[src/rtl/keypad_lock_param.sv]
// Parametrised binary keypad lock: CODE_LEN-digit code, failure lockout,
// timed unlock hold and sticky security violation.
module keypad_lock_param #(
  parameter int CODE_LEN = 4,
  parameter logic [CODE_LEN-1:0] CODE = 4'b1000,
  parameter int MAX_FAIL = 3,
  parameter int LOCKOUT_CYC = 16,
  parameter int OPEN_CYC = 1,
  localparam int DW = $clog2(CODE_LEN+1),
  localparam int FW = $clog2(MAX_FAIL+1)
) (
  input  logic          i_clk,
  input  logic          i_rst,
  input  logic          i_enbl,
  input  logic          i_zbut,
  input  logic          i_obut,
  input  logic          i_seci,
  output logic          o_lock,
  output logic          o_ulck,
  output logic          o_rsto,
  output logic          o_secv,
  output logic          o_lkout,
  output logic [DW-1:0] o_digcnt,
  output logic [FW-1:0] o_failcnt
);

  localparam int TMAX = (LOCKOUT_CYC > OPEN_CYC) ? LOCKOUT_CYC : OPEN_CYC;
  localparam int TW = $clog2(TMAX+1);
  localparam logic [DW-1:0] DIG_LAST = DW'(CODE_LEN-1);
  localparam logic [FW-1:0] FAIL_MAX = FW'(MAX_FAIL);
  localparam logic [TW-1:0] OPEN_LAST = TW'(OPEN_CYC-1);
  localparam logic [TW-1:0] LK_LAST = TW'(LOCKOUT_CYC-1);

  typedef enum logic [2:0] {
    S_OFF, S_ENTRY, S_RSTS, S_OPEN, S_LOCKOUT, S_SECV
  } state_t;

  state_t        r_state, w_state_nx;
  logic [DW-1:0] r_digcnt, w_digcnt_nx;
  logic [FW-1:0] r_failcnt, w_failcnt_nx, w_fail_inc;
  logic [TW-1:0] r_tmr, w_tmr_nx;
  logic          r_zprev, r_oprev;
  logic          w_zrise, w_orise, w_press, w_ok, w_want;
  logic [CODE_LEN-1:0] w_code_sh;

  assign w_zrise = i_zbut & ~r_zprev;
  assign w_orise = i_obut & ~r_oprev;
  assign w_press = w_zrise | w_orise;
  // Shift the expected digit into the MSB instead of a computed index
  assign w_code_sh = CODE << r_digcnt;
  assign w_want = w_code_sh[CODE_LEN-1];
  assign w_ok = ~(w_zrise & w_orise) & (w_orise == w_want);
  assign w_fail_inc = (r_failcnt == FAIL_MAX) ? r_failcnt
                                              : r_failcnt + 1'b1;

  always_ff @(posedge i_clk) begin
    if (i_rst) begin
      r_state   <= S_ENTRY;
      r_digcnt  <= '0;
      r_failcnt <= '0;
      r_tmr     <= '0;
      r_zprev   <= 1'b0;
      r_oprev   <= 1'b0;
    end else begin
      r_state   <= w_state_nx;
      r_digcnt  <= w_digcnt_nx;
      r_failcnt <= w_failcnt_nx;
      r_tmr     <= w_tmr_nx;
      r_zprev   <= i_zbut;
      r_oprev   <= i_obut;
    end
  end

  always_comb begin
    w_state_nx   = r_state;
    w_digcnt_nx  = r_digcnt;
    w_failcnt_nx = r_failcnt;
    w_tmr_nx     = r_tmr;
    if (!i_enbl) begin
      w_state_nx   = S_OFF;
      w_digcnt_nx  = '0;
      w_failcnt_nx = '0;
      w_tmr_nx     = '0;
    end else if (i_seci) begin
      w_state_nx  = S_SECV;
      w_digcnt_nx = '0;
      w_tmr_nx    = '0;
    end else begin
      unique case (r_state)
        S_OFF:   w_state_nx = S_ENTRY;
        S_ENTRY: begin
          if (w_press) begin
            if (w_ok) begin
              if (r_digcnt == DIG_LAST) begin
                w_state_nx   = S_OPEN;
                w_digcnt_nx  = '0;
                w_failcnt_nx = '0;
                w_tmr_nx     = '0;
              end else begin
                w_digcnt_nx = r_digcnt + 1'b1;
              end
            end else begin
              w_digcnt_nx  = '0;
              w_failcnt_nx = w_fail_inc;
              w_tmr_nx     = '0;
              w_state_nx   = (w_fail_inc == FAIL_MAX) ? S_LOCKOUT
                                                      : S_RSTS;
            end
          end
        end
        S_RSTS:  w_state_nx = S_ENTRY;
        S_OPEN: begin
          if (r_tmr == OPEN_LAST) begin
            w_state_nx = S_RSTS;
            w_tmr_nx   = '0;
          end else begin
            w_tmr_nx = r_tmr + 1'b1;
          end
        end
        S_LOCKOUT: begin
          if (r_tmr == LK_LAST) begin
            w_state_nx   = S_RSTS;
            w_tmr_nx     = '0;
            w_failcnt_nx = '0;
          end else begin
            w_tmr_nx = r_tmr + 1'b1;
          end
        end
        S_SECV:  w_state_nx = S_SECV;
        default: w_state_nx = S_ENTRY;
      endcase
    end
  end

  assign o_lock    = (r_state != S_OPEN);
  assign o_ulck    = (r_state == S_OPEN);
  assign o_rsto    = (r_state == S_RSTS);
  assign o_secv    = (r_state == S_SECV);
  assign o_lkout   = (r_state == S_LOCKOUT);
  assign o_digcnt  = r_digcnt;
  assign o_failcnt = r_failcnt;

endmodule

[config.mk]
export PLATFORM = sky130hd
export DESIGN_NAME = keypad_lock_param
export DESIGN_NICKNAME = d
export VERILOG_FILES = /design/src/rtl/keypad_lock_param.sv
export SDC_FILE = /design/constraint.sdc
export NUM_CORES = 1
export LEC_CHECK = 0
export CAP_MARGIN = 20
export CORE_UTILIZATION = 46
export CTS_CLUSTER_DIAMETER = 100
export DETAILED_ROUTE_END_ITERATION = 10
export GPL_TIMING_DRIVEN = 0
export HOLD_SLACK_MARGIN = 0.02
export PLACE_DENSITY = 0.67
export SLEW_MARGIN = 10
export SYNTH_ARGS = -nofsm -noshare
export SYNTH_HDL_FRONTEND = slang
export SYNTH_SLANG_ARGS = --single-unit
[constraint.sdc]
create_clock -name i_clk -period 2.25 [get_ports i_clk]
set_input_delay 0.225 -clock i_clk [delete_from_list [all_inputs] [get_ports i_clk]]
set_output_delay 0.225 -clock i_clk [all_outputs]
set_load 0.02 [all_outputs]
==> implementation parameters <==
Parameter                              Value

Floorplanning
  Total Die Area    2293 um^2
  Core area    a little under 2000 um^2
  Die X    roughly 48 um
  Starting Density    around half
  Core Rows    16
  # IOs    16
  Vertical die dimension    47.89 um

Worst setup path
  Element type at the critical path start    register
  Stages on worst setup path    3
  Worst Path Buf+Inv    2
  Kind of cell with the highest combined delay on the critical path    buffers and inverters
  Number of cell instances on the worst register-to-register path    8
  Maximum fanout along the worst path    10
  Longest individual stage delay on the worst path    between 0.5 and 0.6 ns
  Cell Chain, Critical Path    clkbuf_1 -> and3b_1 -> clkdlybuf4s50_1
  Required time of the critical path    2.03 ns
  Critical path start-end classification    register to primary output
  Crit. End Element    primary output
  Critical-path top delay cell    clkdlybuf4s50_1
  Worst endpoint data arrival time    1.81 ns

Run status
  Outcome    completed

STA
  Worst slew margin    between 50% and 60%
  Final Critical Period    between 2 and 2.5 ns
  Part of the cycle the worst path needs    between 90% and 100%
  PnR worst setup slack    ~0.21 ns
  Fin Setup TNS    0 ns
  Final number of hold-violating endpoints    0
  Highest clock rate    490.4 MHz
  Number of max-slew violations in the final report    0
  Total setup violations reported at the end of the flow    0
  Layout Skew    about 0.011 ns
  Worst slew pin tran    ~0.65 ns
  RSZ-0062 raised after global routing    false

Finish
  Fraction of layout cells with a size suffix above 1    approximately a tenth
  Antenna diodes    0
  Commonest non-fill, non-tap cell in the layout    dfxtp_1
  # fillers    about 200
  Commonest non-fill, non-tap cells in the layout    dfxtp_1, clkdlybuf4s50_1, inv_1, nor2_1, a21oi_1
  Synth-to-Final Area Change    22.74%
  Final layout net count    roughly 150

Flow run
  Number of max-cap violations    0

Logic synthesis
  Netlist cell types    between 40 and 50
  Avg Cell Area, Syn    about 8.4 um^2
  Syn Std Cell Area    ~970 um^2
  Number of nets in the synthesized netlist    127
  Count of warnings emitted by yosys    0
  Number of instances in the synthesized netlist    between 100 and 150
  Share of the yosys chip area belonging to registers    about 31%
  Number of register bits inferred by synthesis    15

Place
  Number of buffer cells added on primary ports    15
  Detailed placement HPWL    ~1.5 mm
  Minimum setup slack after placement    between 0.1 and 0.15 ns
  RD Place Congestion    approximately 0.79

Detailed routing
  Total number of vias    877
  Number of vias per cell    approximately 5.4
  Number of remaining DRC errors    0
  Router iterations before antenna repair    4
  Violation count after the first detailed-routing iteration    8
  Number of antenna-violating nets in the routed design    0
  Final Routed Wirelength    slightly above 2 mm
  Detail-routed net length per standard cell    around 13 um

Power and ir drop
  Lkg Pwr    between 0.4 and 0.5 nW
  Pwr per Cell Area    449.2 nW/um^2
  Largest vdd supply drop    roughly 360 uV

Worst hold path
  Min-Delay Path Depth    2
  Hold/Removal Path Class    register to register

Global routing
  Total congestion overflow after global routing    0
  Antenna violations before repair    0
  Largest net degree at the start of global routing    11
  Vias in the first global route    ~750
  Global-route wire length before repair    3.194 mm
  Global Route Usage Sum    roughly 20%

Clocking
  CTS Sinks    15
  Clock tree from TritonCTS    done
  TritonCTS Buffers    3
  Clock-pin transition on the worst setup and hold timing paths    ~0.10 ns
  H-tree depth    1
  Root Buffer    clkbuf_4
  Max clock buf depth    2
  Insertion delay of the later-clocked pin in the worst-skew pair    0.29 ns
==> layer usage <==
metal | vias up | track usage (%) | wire, um
met5 | - | 0 | 0
met4 | 0 | 6.667 | 9
met3 | 2 | 3.396 | 58
met2 | 12 | 30.81 | 931
met1 | 412 | 27.07 | 1027
li1 | 451 | - | -
==> area by class of cell <==
cell class	instances	area [um^2]	share of cell area [%]
Clock buffer	3	22.52	1.895
Buffer	3	12.51	1.053
Tap cell	27	33.78	2.842
Multi-Input combinational cell	86	620.6	52.21
Clock inverter	1	5.005	0.4211
Timing Repair Buffer	15	152.6	12.84
Sequential cell	15	300.3	25.26
Inverter	11	41.29	3.474
==> cells in the mapped netlist (all sizes together) <==
| library cell | count | share of area, % |
|---|---|---|
| a2111o | 1 | 1.2 |
| a2111oi | 1 | 0.90 |
| a211o | 2 | 1.8 |
| a211oi | 4 | 3.1 |
| a21boi | 1 | 0.78 |
| a21o | 1 | 0.90 |
| a21oi | 7 | 3.6 |
| a221oi | 2 | 1.8 |
| a22oi | 1 | 0.78 |
| a31oi | 2 | 1.9 |
| and2 | 2 | 1.6 |
| and2b | 1 | 0.78 |
| and3b | 1 | 0.90 |
| buf | 2 | 0.90 |
| clkbuf | 1 | 0.39 |
| dfxtp | 15 | 31 |
| ha | 6 | 7.8 |
| inv | 11 | 4.3 |
| mux2i | 2 | 2.1 |
| nand2 | 6 | 2.3 |
| nand2b | 8 | 7.0 |
| nand3 | 3 | 1.5 |
| nand3b | 3 | 2.3 |
| nor2 | 9 | 3.5 |
| nor2b | 5 | 3.2 |
| nor3b | 1 | 0.78 |
| nor4 | 1 | 0.65 |
| nor4b | 1 | 0.90 |
| o2111ai | 1 | 0.90 |
| o21ai | 5 | 2.6 |
| o22a | 1 | 0.90 |
| o32ai | 1 | 0.90 |
| or3 | 2 | 1.3 |
| or3b | 3 | 3.0 |
| or4 | 1 | 0.78 |
| or4b | 1 | 1.0 |
==> cell families (layout without fill, tap and decap cells) <==
logic type / count (synthesis) / in the layout / synth area share [%]
simple gates: 48 / 48 / 31.53
compound gates: 30 / 30 / 22.09
flops: 15 / 15 / 31.01
buf+inv: 14 / 33 / 5.554
fa+ha+maj: 6 / 6 / 7.752
mux: 2 / 2 / 2.067
==> where the power goes <==
group	total (mW)	internal (mW)	switching [mW]
clock	0.159	0.0660	0.0933
combinational	0.0991	0.0442	0.0549
sequential	0.275	0.271	0.00408
total	0.534	0.382	0.152
==> final timing paths <==
| check | end | startpoint | slack (ns) |
|---|---|---|---|
| max | o_secv | r_state[1]$_SDFFE_PP0P_ | 0.21 |
| min | o_failcnt[0]$_SDFFE_PP0P_ | o_failcnt[0]$_SDFFE_PP0P_ | 0.48 |
| max reg2reg | r_tmr[3]$_SDFFE_PP0P_ | r_tmr[0]$_SDFFE_PP0P_ | 0.25 |
| min reg2reg | o_failcnt[0]$_SDFFE_PP0P_ | o_failcnt[0]$_SDFFE_PP0P_ | 0.48 |
==> registers in the layout (all words and copies together) (netlist names) <==
register,cells
r_tmr,5
o_digcnt,3
r_oprev,1
r_state,3
o_failcnt,2
r_zprev,1
==> tightest hold or removal path, delay by kind of cell, from the launching register on <==
family | cells | cell delay, ns
flops | 1 | 0.34
simple gates | 1 | 0.06
mux | 1 | 0.05
==> stage by stage <==
stage | cells | utilization, % | power, mW | instance area, um^2 | hold slack (ns)
after floorplan | 115 | - | 0.3456 | 968.4 | 0.2966
after global placement | 157 | 58.74 | 0.3785 | 1152 | 0.4629
after detailed placement | 157 | 58.74 | 0.3793 | 1152 | 0.4694
after CTS | 161 | 60.14 | 0.5373 | 1180 | 0.4842
after global routing | 161 | 60.59 | 0.5626 | 1189 | 0.5206
final | 161 | 60.59 | 0.5339 | 1189 | 0.4839
==> repair_timing <==
| action | 4_1_cts | 5_1_grt |
|---|---|---|
| resized for setup | 0 | 2 |
| setup endpoints to repair | 0 | 2 |
| hold endpoints to repair | 0 | 0 |
| hold buffers | 0 | 0 |
| setup buffers | 0 | 0 |
(Power assumes the default switching activity.)
